<file path="src/rtl/serial_link_arbiter_pkg.sv">
// -----------------------------------------------------------------------------
// serial_link_arbiter_pkg
// Shared definitions for the serial link arbiter and its round-robin picker:
//   - arb_state_e : FSM state encodings (ST_IDLE / ST_START / ST_BUSY / ST_DONE)
//   - DEF_WIDTH / DEF_FRAME_WORDS : default word width and frame length
//   - rr_wrap / rr_next : modulo helpers used for round-robin pointer arithmetic
// -----------------------------------------------------------------------------
package serial_link_arbiter_pkg;

    typedef enum logic [1:0] {
        ST_IDLE  = 2'd0,
        ST_START = 2'd1,
        ST_BUSY  = 2'd2,
        ST_DONE  = 2'd3
    } arb_state_e;

    localparam int DEF_WIDTH       = 8;
    localparam int DEF_FRAME_WORDS = 2;

    // Fold a value in [0, 2n) back into [0, n).
    function automatic int rr_wrap(input int v, input int n);
        return (v >= n) ? (v - n) : v;
    endfunction

    // Requester index that follows idx in round-robin order.
    function automatic int rr_next(input int idx, input int n);
        return rr_wrap(idx + 1, n);
    endfunction

endpackage

</file>
<file path="src/rtl/serial_link_arbiter_rr_pick.sv">
// -----------------------------------------------------------------------------
// rr_pick
// Purely combinational round-robin picker: selects the first set request bit at
// or after rr_ptr, wrapping modulo N.
// Ports:
//   req        in  [N-1:0]   pending requests
//   rr_ptr     in  [PW-1:0]  highest-priority index for this pick
//   winner     out [N-1:0]   one-hot winner (all zero when req == 0)
//   winner_idx out [PW-1:0]  binary index of the winner (0 when req == 0)
//   any        out           at least one request pending
// -----------------------------------------------------------------------------
module rr_pick
    import serial_link_arbiter_pkg::*;
#(
    parameter int N  = 4,
    parameter int PW = $clog2(N)
) (
    input  logic [N-1:0]  req,
    input  logic [PW-1:0] rr_ptr,
    output logic [N-1:0]  winner,
    output logic [PW-1:0] winner_idx,
    output logic          any
);

    // Scan from rr_ptr upward; the first hit locks the result.
    always_comb begin
        int  j;
        logic found;
        j          = 0;
        found      = 1'b0;
        winner     = '0;
        winner_idx = '0;
        for (int k = 0; k < N; k++) begin
            j = rr_wrap(int'(rr_ptr) + k, N);
            if (!found && req[j]) begin
                found      = 1'b1;
                winner[j]  = 1'b1;
                winner_idx = PW'(j);
            end else begin
                found = found;
            end
        end
        any = found;
    end

endmodule

</file>
<file path="src/rtl/serial_link_arbiter.sv">
// -----------------------------------------------------------------------------
// serial_link_arbiter
// Shares one serial frame transmitter between N_REQ requesters, one frame at a
// time, with round-robin fairness. Lives in the transmitter clock domain.
// Optional feature macro: SERIAL_ARB_TIMEOUT_EN (BUSY watchdog + timeout_err).
// Ports:
//   clock           in   transmitter clock, all state on posedge
//   reset           in   asynchronous, active-high
//   req             in   [N_REQ]  requester i has a frame pending
//   req_data        in   word k of requester i at [(i*FRAME_WORDS+k)*WIDTH +: WIDTH]
//   grant           out  [N_REQ]  one-hot requester being served
//   done            out  [N_REQ]  one-cycle pulse when the served frame is out
//   busy            out  high in every state except IDLE
//   link_start      out  one-cycle start pulse to the transmitter
//   link_word       out  [WIDTH]  word link_index of the granted requester
//   link_index      in   [IDX_W]  word the transmitter is currently sending
//   link_ready_next in   transmitter frame ends after this cycle
//   timeout_err     out  sticky watchdog flag (SERIAL_ARB_TIMEOUT_EN only)
// -----------------------------------------------------------------------------
module serial_link_arbiter
    import serial_link_arbiter_pkg::*;
#(
    parameter int N_REQ       = 4,
    parameter int WIDTH       = DEF_WIDTH,
    parameter int FRAME_WORDS = DEF_FRAME_WORDS,
    parameter int IDX_W       = (FRAME_WORDS > 1) ? $clog2(FRAME_WORDS) : 1
`ifdef SERIAL_ARB_TIMEOUT_EN
    ,
    parameter int TIMEOUT     = 64
`endif
) (
    input  logic                               clock,
    input  logic                               reset,
    input  logic [N_REQ-1:0]                   req,
    input  logic [N_REQ*FRAME_WORDS*WIDTH-1:0] req_data,
    output logic [N_REQ-1:0]                   grant,
    output logic [N_REQ-1:0]                   done,
    output logic                               busy,
    output logic                               link_start,
    output logic [WIDTH-1:0]                   link_word,
    input  logic [IDX_W-1:0]                   link_index,
    input  logic                               link_ready_next
`ifdef SERIAL_ARB_TIMEOUT_EN
    ,
    output logic                               timeout_err
`endif
);

    localparam int PTR_W = $clog2(N_REQ);

    arb_state_e       state_q, state_d;
    logic [N_REQ-1:0] grant_q, grant_d;
    logic [PTR_W-1:0] gidx_q, gidx_d;
    logic [N_REQ-1:0] done_q, done_d;
    logic [PTR_W-1:0] rr_ptr_q, rr_ptr_d;
    logic             busy_q, busy_d;
    logic             link_start_q, link_start_d;
    logic             wd_expire_s;

    logic [N_REQ-1:0] pick_winner_s;
    logic [PTR_W-1:0] pick_idx_s;
    logic             pick_any_s;

    rr_pick #(
        .N  (N_REQ),
        .PW (PTR_W)
    ) u_rr_pick (
        .req        (req),
        .rr_ptr     (rr_ptr_q),
        .winner     (pick_winner_s),
        .winner_idx (pick_idx_s),
        .any        (pick_any_s)
    );

`ifdef SERIAL_ARB_TIMEOUT_EN
    localparam int CNT_W = $clog2(TIMEOUT + 1);

    logic [CNT_W-1:0] wd_cnt_q, wd_cnt_d;
    logic             timeout_err_q, timeout_err_d;

    // Watchdog: count BUSY cycles; expiry only matters if the frame has not ended.
    always_comb begin
        wd_cnt_d      = '0;
        wd_expire_s   = 1'b0;
        timeout_err_d = timeout_err_q;
        if (state_q == ST_BUSY) begin
            wd_cnt_d    = wd_cnt_q + CNT_W'(1);
            wd_expire_s = !link_ready_next && (wd_cnt_q == CNT_W'(TIMEOUT - 1));
        end else begin
            wd_cnt_d    = '0;
            wd_expire_s = 1'b0;
        end
        if (wd_expire_s) begin
            timeout_err_d = 1'b1;
        end else begin
            timeout_err_d = timeout_err_q;
        end
    end

    // Watchdog registers; the error flag is sticky until reset.
    always_ff @(posedge clock or posedge reset) begin
        if (reset) begin
            wd_cnt_q      <= '0;
            timeout_err_q <= 1'b0;
        end else begin
            wd_cnt_q      <= wd_cnt_d;
            timeout_err_q <= timeout_err_d;
        end
    end

    assign timeout_err = timeout_err_q;
`else
    assign wd_expire_s = 1'b0;
`endif

    // Next-state logic. grant, done, busy and link_start are all computed one
    // cycle ahead so the outputs come straight from flops.
    always_comb begin
        state_d  = state_q;
        grant_d  = grant_q;
        gidx_d   = gidx_q;
        done_d   = '0;
        rr_ptr_d = rr_ptr_q;
        case (state_q)
            ST_IDLE: begin
                if (pick_any_s) begin
                    state_d = ST_START;
                    grant_d = pick_winner_s;
                    gidx_d  = pick_idx_s;
                end else begin
                    state_d = ST_IDLE;
                end
            end
            ST_START: begin
                state_d = ST_BUSY;
            end
            ST_BUSY: begin
                // Leaving BUSY releases the grant and moves priority past the winner.
                if (link_ready_next || wd_expire_s) begin
                    state_d  = ST_DONE;
                    grant_d  = '0;
                    done_d   = grant_q;
                    rr_ptr_d = PTR_W'(rr_next(int'(gidx_q), N_REQ));
                end else begin
                    state_d = ST_BUSY;
                end
            end
            ST_DONE: begin
                // Requests are not looked at here; arbitration resumes in IDLE.
                state_d = ST_IDLE;
            end
            default: begin
                state_d = ST_IDLE;
                grant_d = '0;
            end
        endcase
        busy_d       = (state_d != ST_IDLE);
        link_start_d = (state_d == ST_START);
    end

    // State and output registers.
    always_ff @(posedge clock or posedge reset) begin
        if (reset) begin
            state_q      <= ST_IDLE;
            grant_q      <= '0;
            gidx_q       <= '0;
            done_q       <= '0;
            rr_ptr_q     <= '0;
            busy_q       <= 1'b0;
            link_start_q <= 1'b0;
        end else begin
            state_q      <= state_d;
            grant_q      <= grant_d;
            gidx_q       <= gidx_d;
            done_q       <= done_d;
            rr_ptr_q     <= rr_ptr_d;
            busy_q       <= busy_d;
            link_start_q <= link_start_d;
        end
    end

    // Word mux follows the transmitter index combinationally; out-of-range
    // indices and the ungranted case both yield zero.
    always_comb begin
        link_word = '0;
        if ((grant_q != '0) && (int'(link_index) < FRAME_WORDS)) begin
            link_word = req_data[(int'(gidx_q) * FRAME_WORDS + int'(link_index)) * WIDTH +: WIDTH];
        end else begin
            link_word = '0;
        end
    end

    assign grant      = grant_q;
    assign done       = done_q;
    assign busy       = busy_q;
    assign link_start = link_start_q;

endmodule

</file>
<file path="config.mk">
export PLATFORM = sky130hd
export DESIGN_NAME = serial_link_arbiter
export DESIGN_NICKNAME = d
export VERILOG_FILES = /design/src/rtl/serial_link_arbiter_pkg.sv /design/src/rtl/serial_link_arbiter_rr_pick.sv /design/src/rtl/serial_link_arbiter.sv
export SDC_FILE = /design/constraint.sdc
export NUM_CORES = 1
export LEC_CHECK = 0
export ABC_AREA = 1
export CAP_MARGIN = 20
export CORE_UTILIZATION = 46
export DETAILED_ROUTE_END_ITERATION = 8
export PLACE_DENSITY = 0.87
export SLEW_MARGIN = 20
export SYNTH_ARGS = -nofsm -noshare
export SYNTH_HDL_FRONTEND = slang
export SYNTH_HIERARCHICAL = 1
export SYNTH_SLANG_ARGS = --single-unit
</file>
<file path="constraint.sdc">
create_clock -name clock -period 5.8 [get_ports clock]
set_clock_uncertainty 0.1 [all_clocks]
set_input_delay 0.58 -clock clock [delete_from_list [all_inputs] [get_ports clock]]
set_output_delay 0.58 -clock clock [all_outputs]
set_load 0.05 [all_outputs]
</file>
==> metrics.txt, run 1 <==
# TYPE chip_impl_metric gauge
chip_impl_metric{name="global_router_s_overall_resource_usage",unit=""} 0.260
chip_impl_metric{name="nFillCells",unit=""} 380
chip_impl_metric{name="drc",unit=""} 0
chip_impl_metric{name="timing.critical_path.required",unit="ns"} 5.12
chip_impl_metric{name="clock.fmax",unit="MHz"} 257
chip_impl_metric{name="core",unit="mm^2"} 0.00414
chip_impl_metric{name="num-nets-final",unit=""} 517
chip_impl_metric{name="synth-warning-count",unit=""} 6
chip_impl_metric{name="yosysSeqAreaShare",unit=""} 0.195
chip_impl_metric{name="syn_nets",unit=""} 435
chip_impl_metric{name="p_per_area",unit="mW/mm^2"} 442
chip_impl_metric{name="drt-pass1-iter-count",unit=""} 5
chip_impl_metric{name="ir_drop",unit="mV"} 0.309
chip_impl_metric{name="ios",unit=""} 90
chip_impl_metric{name="drt_wl_total",unit="mm"} 6.03
chip_impl_metric{name="flip_flop_and_latch_count_after_synthesis",unit=""} 16
chip_impl_metric{name="initial_cell_density_of_the_core",unit=""} 0.494
chip_impl_metric{name="power_leakage",unit="nW"} 1.62
chip_impl_metric{name="antenna_found_initial",unit=""} 0
chip_impl_metric{name="wl_per_cell",unit="um"} 12.5
chip_impl_metric{name="clockBufferDepth",unit=""} 2
chip_impl_metric{name="synthDominantCellAreaShare",unit=""} 0.195
chip_impl_metric{name="finalNonFillerCells",unit=""} 483
chip_impl_metric{name="worstMarginPinSlew",unit="ns"} 0.793
chip_impl_metric{name="slew_headroom",unit=""} 0.470
chip_impl_metric{name="post-cts-setup-buffer-count",unit=""} 0
chip_impl_info{name="cp_cell_sequence",value="clkdlybuf4s50_1, inv_4, nand2_1, nand3_1, nand2_1, nor2_1, nor2_1, clkdlybuf4s50_1"} 1
chip_impl_metric{name="final_min_period_over_clock_period",unit=""} 0.670
chip_impl_metric{name="fp.dieArea",unit="mm^2"} 0.00472
chip_impl_metric{name="synth-edff-count",unit=""} 0
chip_impl_metric{name="first_global_vias",unit=""} 2170
chip_impl_metric{name="gpl.final_weighted_congestion",unit=""} 0.940
chip_impl_metric{name="die_h",unit="um"} 68.7
chip_impl_metric{name="cts.hold.buffers_added",unit=""} 0
chip_impl_info{name="yosys.area.top_type",value="dfrtp_1"} 1
chip_impl_info{name="synth_most_common_cell",value="nand2_1"} 1
chip_impl_metric{name="sink_count_of_the_clock_tree",unit=""} 16
chip_impl_metric{name="critical_path.max_fanout",unit=""} 32
chip_impl_metric{name="final_period_minus_worst_setup_slack",unit="ns"} 3.89
chip_impl_metric{name="rows",unit=""} 23
chip_impl_info{name="critPathKind",value="primary input to output pin"} 1
chip_impl_metric{name="post-layout-total-power",unit="mW"} 1.30
chip_impl_metric{name="clock_insertion_delay_worst_skew",unit="ns"} 0.25
chip_impl_metric{name="postPlaceCellArea",unit="mm^2"} 0.00289
chip_impl_metric{name="port_buffers",unit=""} 89
chip_impl_metric{name="diode_insertion_count_for_antenna_repair",unit=""} 0
chip_impl_metric{name="routed_via_density",unit=""} 4.92
chip_impl_info{name="unrepaired_setup_endpoints_after_global_routing",value="false"} 1
chip_impl_metric{name="wire_length_of_the_first_global_routing_pass",unit="mm"} 9.41
chip_impl_metric{name="final-setup-viol-count",unit=""} 0
chip_impl_info{name="crit_slowest_cell",value="clkdlybuf4s50_1"} 1
chip_impl_metric{name="cap_viol_max_count",unit=""} 0
chip_impl_metric{name="report.final.hold_viol_count",unit=""} 0
chip_impl_metric{name="count_of_antenna_violating_nets_left_after_detailed_routing",unit=""} 0
chip_impl_info{name="cts_tree",value="yes"} 1
chip_impl_metric{name="worstPathArrival",unit="ns"} 3.21
chip_impl_metric{name="numPlacedInstances",unit=""} 479
chip_impl_metric{name="gr-total-overflow",unit=""} 0
chip_impl_metric{name="timing.setup.tns",unit="ns"} 0
chip_impl_info{name="cts_root_buffer",value="clkbuf_8"} 1
chip_impl_info{name="hold_path.class",value="flip-flop to flip-flop"} 1
chip_impl_metric{name="critical-path-max-stage-delay",unit="ns"} 0.98
chip_impl_metric{name="final_instance_area",unit="mm^2"} 0.00295
chip_impl_info{name="critPathLaunchType",value="primary input"} 1
chip_impl_metric{name="synth_cell_types",unit=""} 26
chip_impl_info{name="synth_ff_type",value="dfrtp_1"} 1
chip_impl_metric{name="timing.final.max_slew_violations",unit=""} 0
chip_impl_metric{name="path_clk_slew",unit="ns"} 0.06
chip_impl_metric{name="post_synth_instance_area",unit="mm^2"} 0.00205
chip_impl_metric{name="htree_levels",unit=""} 1
chip_impl_metric{name="die_x",unit="um"} 68.7
chip_impl_info{name="synth.area.top_cells",value="dfrtp_1 (20%), nand2_1 (19%), inv_1 (14%)"} 1
chip_impl_info{name="synth_common_cells",value="nand2_1 (101), inv_1 (79), nand3_1 (58)"} 1
chip_impl_metric{name="drtIter0Drc",unit=""} 155
chip_impl_metric{name="async_flop_share",unit=""} 1.00
chip_impl_info{name="status",value="finished clean"} 1
chip_impl_metric{name="tritoncts.num_buffers",unit=""} 3
chip_impl_metric{name="num_vias",unit=""} 2378
chip_impl_metric{name="dp_hpwl",unit="mm"} 4.56
chip_impl_metric{name="pin_count_of_the_biggest_net_entering_global_routing",unit=""} 33
chip_impl_metric{name="area_growth_syn_to_layout",unit="%"} 43.8
chip_impl_metric{name="post_cts.resized_instances",unit=""} 0
chip_impl_info{name="setup.worst_path.end_class",value="output pin"} 1
chip_impl_metric{name="layout_setup_ws",unit="ns"} 1.91
chip_impl_metric{name="post_route_cells_drive_above_1_share",unit=""} 0.0739
chip_impl_metric{name="hold-worst-slack",unit="ns"} 0.420
chip_impl_metric{name="synth_cells",unit=""} 352
chip_impl_metric{name="postSynthAreaPerCell",unit="um^2"} 5.82
chip_impl_metric{name="pre_cts_slack",unit="ns"} 1.95
chip_impl_metric{name="final_core_utilization",unit=""} 0.711
-- critical path: cells and delay by family --
kind,cells,cell delay (ns)
buf+inv,3,2.12
simple gates,5,0.48
-- report_power, final --
group	switching [mW]	internal (mW)	leakage [nW]	total, mW
sequential	0.0750	0.151	0.205	0.226
combinational	0.630	0.348	1.39	0.978
clock	0.0394	0.0602	0.0288	0.0996
-- sequential cells by signal, summed over array words and instances (netlist names) --
| name | flops |
|---|---|
| state_q | 2 |
| busy | 1 |
| grant | 4 |
| link_start | 1 |
| done | 4 |
| rr_ptr_q | 2 |
| gidx_q | 2 |
-- final cells by class --
cell class	instances	area, um^2	area share
timing repair buffer	90	898	0.305
clock buffer	4	55.1	0.0187
tap	50	62.6	0.0212
inverter	84	320	0.109
sequential	16	400	0.136
multi-input combinational	239	1210	0.410
-- cells by family after synthesis --
logic type / after synthesis / synth area share
buf+inv: 97 / 0.214
mux: 1 / 0.00550
xor+xnor: 1 / 0.00428
compound gates: 17 / 0.0483
fa+ha+maj: 11 / 0.0672
flops: 16 / 0.195
simple gates: 209 / 0.465
-- layout by cell type (no fill, tap or decap), types with 8 or more instances in the layout --
master / netlist / layout
a21oi_1: 8 / 8
clkdlybuf4s50_1: 0 / 89
dfrtp_1: 16 / 16
ha_1: 11 / 11
inv_1: 79 / 79
nand2_1: 101 / 101
nand2_2: 14 / 14
nand3_1: 58 / 58
nand4_1: 8 / 8
nor2_1: 22 / 22
-- per-layer routing --
metal  routed length, um  track usage  up-vias
li1                    -            -     1225
met1                2550        0.319     1024
met2                2780        0.464      115
met3                 569       0.0461       14
met4                 131       0.0689        0
met5                   0            0        -
-- final timing paths --
path | from | end | slack, ns | cells past startpoint
worst max-delay path | link_index | link_word[1] | 1.91 | 8
worst min-delay path | grant[1]$_DFFE_PP0P_ | grant[1]$_DFFE_PP0P_ | 0.42 | 2
worst max register to register | rr_ptr_q[0]$_DFFE_PP0P_ | grant[0]$_DFFE_PP0P_ | 3.11 | 12
worst min register to register | grant[1]$_DFFE_PP0P_ | grant[1]$_DFFE_PP0P_ | 0.42 | 2
max in group asynchronous | reset | done[0]$_DFF_PP0_ | 4.62 | 2
min in group asynchronous | reset | grant[3]$_DFFE_PP0P_ | 0.59 | 2
(Power assumes the default switching activity.)
==> run 2, diff against run 1 <==
Settings changed: CORE_UTILIZATION 46 to 43, PLACE_DENSITY 0.87 to 0.82.
Clock period 5.8 ns to 3.85 ns, I/O delays scaled along.
==> run 2 against run 1 <==
  * The run now ends with DRC left
  * Setup slack worse by 0.65 ns
  * Routed wire length down 7.8%
  * Via count down 2.4%
  * Combinational power up 46%
  * Critical path type is now flip-flop to flip-flop
  * Critical endpoint is now grant[1]$_DFFE_PP0P_
==> metrics.txt, run 2 (same netlist as run 1, synthesis figures left out) <==
# TYPE chip_impl_metric gauge
chip_impl_metric{name="combinationalPowerShare",unit=""} 0.748
chip_impl_metric{name="numPlacedInstances",unit=""} 481
chip_impl_metric{name="diode_insertion_count_for_antenna_repair",unit=""} 0
chip_impl_metric{name="postPlaceCellArea",unit="mm^2"} 0.00287
chip_impl_metric{name="routed_via_density",unit=""} 4.78
chip_impl_metric{name="drtIter0Drc",unit=""} 131
chip_impl_info{name="setup.worst_path.end_class",value="flip-flop"} 1
chip_impl_metric{name="power.share.switching",unit=""} 0.573
chip_impl_metric{name="first_global_vias",unit=""} 2166
chip_impl_info{name="failed_checks",value="DRC"} 1
chip_impl_info{name="unrepaired_setup_endpoints_after_global_routing",value="false"} 1
chip_impl_metric{name="final-setup-viol-count",unit=""} 0
chip_impl_metric{name="final_core_utilization",unit=""} 0.654
chip_impl_metric{name="clock_insertion_delay_worst_skew",unit="ns"} 0.25
chip_impl_info{name="critPathLaunchType",value="flip-flop"} 1
chip_impl_metric{name="timing.critical_path.required",unit="ns"} 3.94
chip_impl_metric{name="fp.dieArea",unit="mm^2"} 0.00504
chip_impl_metric{name="core",unit="mm^2"} 0.00447
chip_impl_metric{name="antenna_found_initial",unit=""} 0
chip_impl_metric{name="num-nets-final",unit=""} 517
chip_impl_info{name="cts_root_buffer",value="clkbuf_8"} 1
chip_impl_metric{name="final_period_minus_worst_setup_slack",unit="ns"} 2.58
chip_impl_metric{name="clockBufferDepth",unit=""} 2
chip_impl_metric{name="num_vias",unit=""} 2320
chip_impl_metric{name="timing.setup.tns",unit="ns"} 0
chip_impl_metric{name="p_per_area",unit="mW/mm^2"} 655
chip_impl_metric{name="sink_count_of_the_clock_tree",unit=""} 16
chip_impl_metric{name="wl_per_cell",unit="um"} 11.5
chip_impl_metric{name="clock.fmax",unit="MHz"} 387
chip_impl_info{name="cts_tree",value="yes"} 1
chip_impl_metric{name="slew_headroom",unit=""} 0.490
chip_impl_metric{name="path_clk_slew",unit="ns"} 0.06
chip_impl_metric{name="finalNonFillerCells",unit=""} 485
chip_impl_info{name="status",value="finished, violations left"} 1
chip_impl_info{name="mostFrequentLayoutCell",value="nand2_1"} 1
chip_impl_metric{name="cts.hold.buffers_added",unit=""} 0
chip_impl_metric{name="global_router_s_overall_resource_usage",unit=""} 0.229
chip_impl_metric{name="power.net_switching",unit="mW"} 1.10
chip_impl_metric{name="tritoncts.num_buffers",unit=""} 3
chip_impl_metric{name="htree_levels",unit=""} 1
chip_impl_metric{name="gr-total-overflow",unit=""} 0
chip_impl_metric{name="die_x",unit="um"} 71.0
chip_impl_metric{name="cap_viol_max_count",unit=""} 0
chip_impl_metric{name="drt-pass1-iter-count",unit=""} 7
chip_impl_metric{name="post-cts-setup-buffer-count",unit=""} 0
chip_impl_metric{name="timing.final.max_slew_violations",unit=""} 0
chip_impl_metric{name="post_route_cells_drive_above_1_share",unit=""} 0.0924
chip_impl_info{name="mostFrequentLayoutCells",value="nand2_1 (101), clkdlybuf4s50_1 (81), inv_1 (79)"} 1
chip_impl_metric{name="hold-worst-slack",unit="ns"} 0.390
chip_impl_metric{name="report.final.hold_viol_count",unit=""} 0
chip_impl_metric{name="gpl.final_weighted_congestion",unit=""} 0.919
chip_impl_metric{name="wire_length_of_the_first_global_routing_pass",unit="mm"} 9.52
chip_impl_info{name="hold_path.class",value="primary input to async pin"} 1
chip_impl_metric{name="power.share.sequential",unit=""} 0.177
chip_impl_metric{name="worstPathArrival",unit="ns"} 2.67
chip_impl_metric{name="critical_path.max_fanout",unit=""} 13
chip_impl_metric{name="clock_network_power_share",unit=""} 0.076
chip_impl_metric{name="initial_cell_density_of_the_core",unit=""} 0.458
chip_impl_metric{name="ios",unit=""} 90
chip_impl_metric{name="rows",unit=""} 24
chip_impl_metric{name="ir_drop",unit="mV"} 0.469
chip_impl_metric{name="power_leakage",unit="nW"} 1.63
chip_impl_metric{name="dp_hpwl",unit="mm"} 4.25
chip_impl_info{name="critPathKind",value="flip-flop to flip-flop"} 1
chip_impl_metric{name="final_min_period_over_clock_period",unit=""} 0.671
chip_impl_metric{name="final_instance_area",unit="mm^2"} 0.00293
chip_impl_metric{name="pin_count_of_the_biggest_net_entering_global_routing",unit=""} 33
chip_impl_metric{name="nFillCells",unit=""} 401
chip_impl_metric{name="area_growth_syn_to_layout",unit="%"} 42.9
chip_impl_metric{name="port_buffers",unit=""} 89
chip_impl_metric{name="drt_wl_total",unit="mm"} 5.56
chip_impl_metric{name="drc",unit=""} 11
chip_impl_metric{name="design_internal_power",unit="mW"} 0.819
chip_impl_metric{name="count_of_antenna_violating_nets_left_after_detailed_routing",unit=""} 0
chip_impl_metric{name="die_h",unit="um"} 71.0
chip_impl_metric{name="post_cts.resized_instances",unit=""} 0
chip_impl_metric{name="worstMarginPinSlew",unit="ns"} 0.765
run 2: worst max-delay path, cell delays in order (launching register included):
cell	delay, ns
dfrtp_1	0.56
inv_2	0.19
ha_1	0.40
inv_1	0.10
nand2_1	0.09
nand2_2	0.06
nor2_4	0.22
nand4_1	0.17
nand2_1	0.17
o21ai_2	0.10
o21ai_0	0.17
nand2_1	0.11
nand2_1	0.08
run 2: per-layer routing:
metal | up-vias | wire length, um | track usage | part of all wire
met5 | - | 0 | 0 | 0
met4 | 0 | 48 | 0.0267 | 0.0086
met3 | 8 | 522 | 0.0356 | 0.094
met2 | 92 | 2560 | 0.408 | 0.46
met1 | 999 | 2420 | 0.302 | 0.44
li1 | 1221 | - | - | -
run 2: cell type report:
class / count / area, um^2 / share of cell area
clock buffers: 4 / 55.1 / 0.0188
inverters: 84 / 320 / 0.109
flip-flops and latches: 16 / 400 / 0.137
multi-input cells: 239 / 1210 / 0.413
repair buffers: 90 / 878 / 0.300
well taps: 52 / 65.1 / 0.0222
run 2: through the flow:
stage,setup slack [ns],total power [mW]
final,1.27,1.92
after global routing,1.03,2.09
after CTS,1.28,1.92
after detailed placement,1.29,1.77
after global placement,1.31,1.76
after floorplan,1.62,1.43
run 2: path summary, 6_finish.rpt:
| check | startpoint | end | slack [ns] | cells after the start |
|---|---|---|---|---|
| max in group asynchronous | reset | rr_ptr_q[0]$_DFFE_PP0P_ | 2.89 | 2 |
| worst max register to register | rr_ptr_q[0]$_DFFE_PP0P_ | grant[1]$_DFFE_PP0P_ | 1.27 | 12 |
| worst min-delay path | reset | done[3]$_DFF_PP0_ | 0.39 | 2 |
| worst min register to register | grant[0]$_DFFE_PP0P_ | grant[0]$_DFFE_PP0P_ | 0.40 | 2 |
| worst max-delay path | rr_ptr_q[0]$_DFFE_PP0P_ | grant[1]$_DFFE_PP0P_ | 1.27 | 12 |
| min in group clock | grant[0]$_DFFE_PP0P_ | grant[0]$_DFFE_PP0P_ | 0.40 | 2 |
run 2: power by group through the flow:
stage	sequential [mW]	combinational, mW	clock, mW
2_1_floorplan	0.355	1.07	0
4_1_cts	0.337	1.43	0.150
6_report	0.339	1.43	0.145
3_5_place_dp	0.341	1.43	0
5_1_grt	0.351	1.58	0.160
3_3_place_gp	0.339	1.42	0
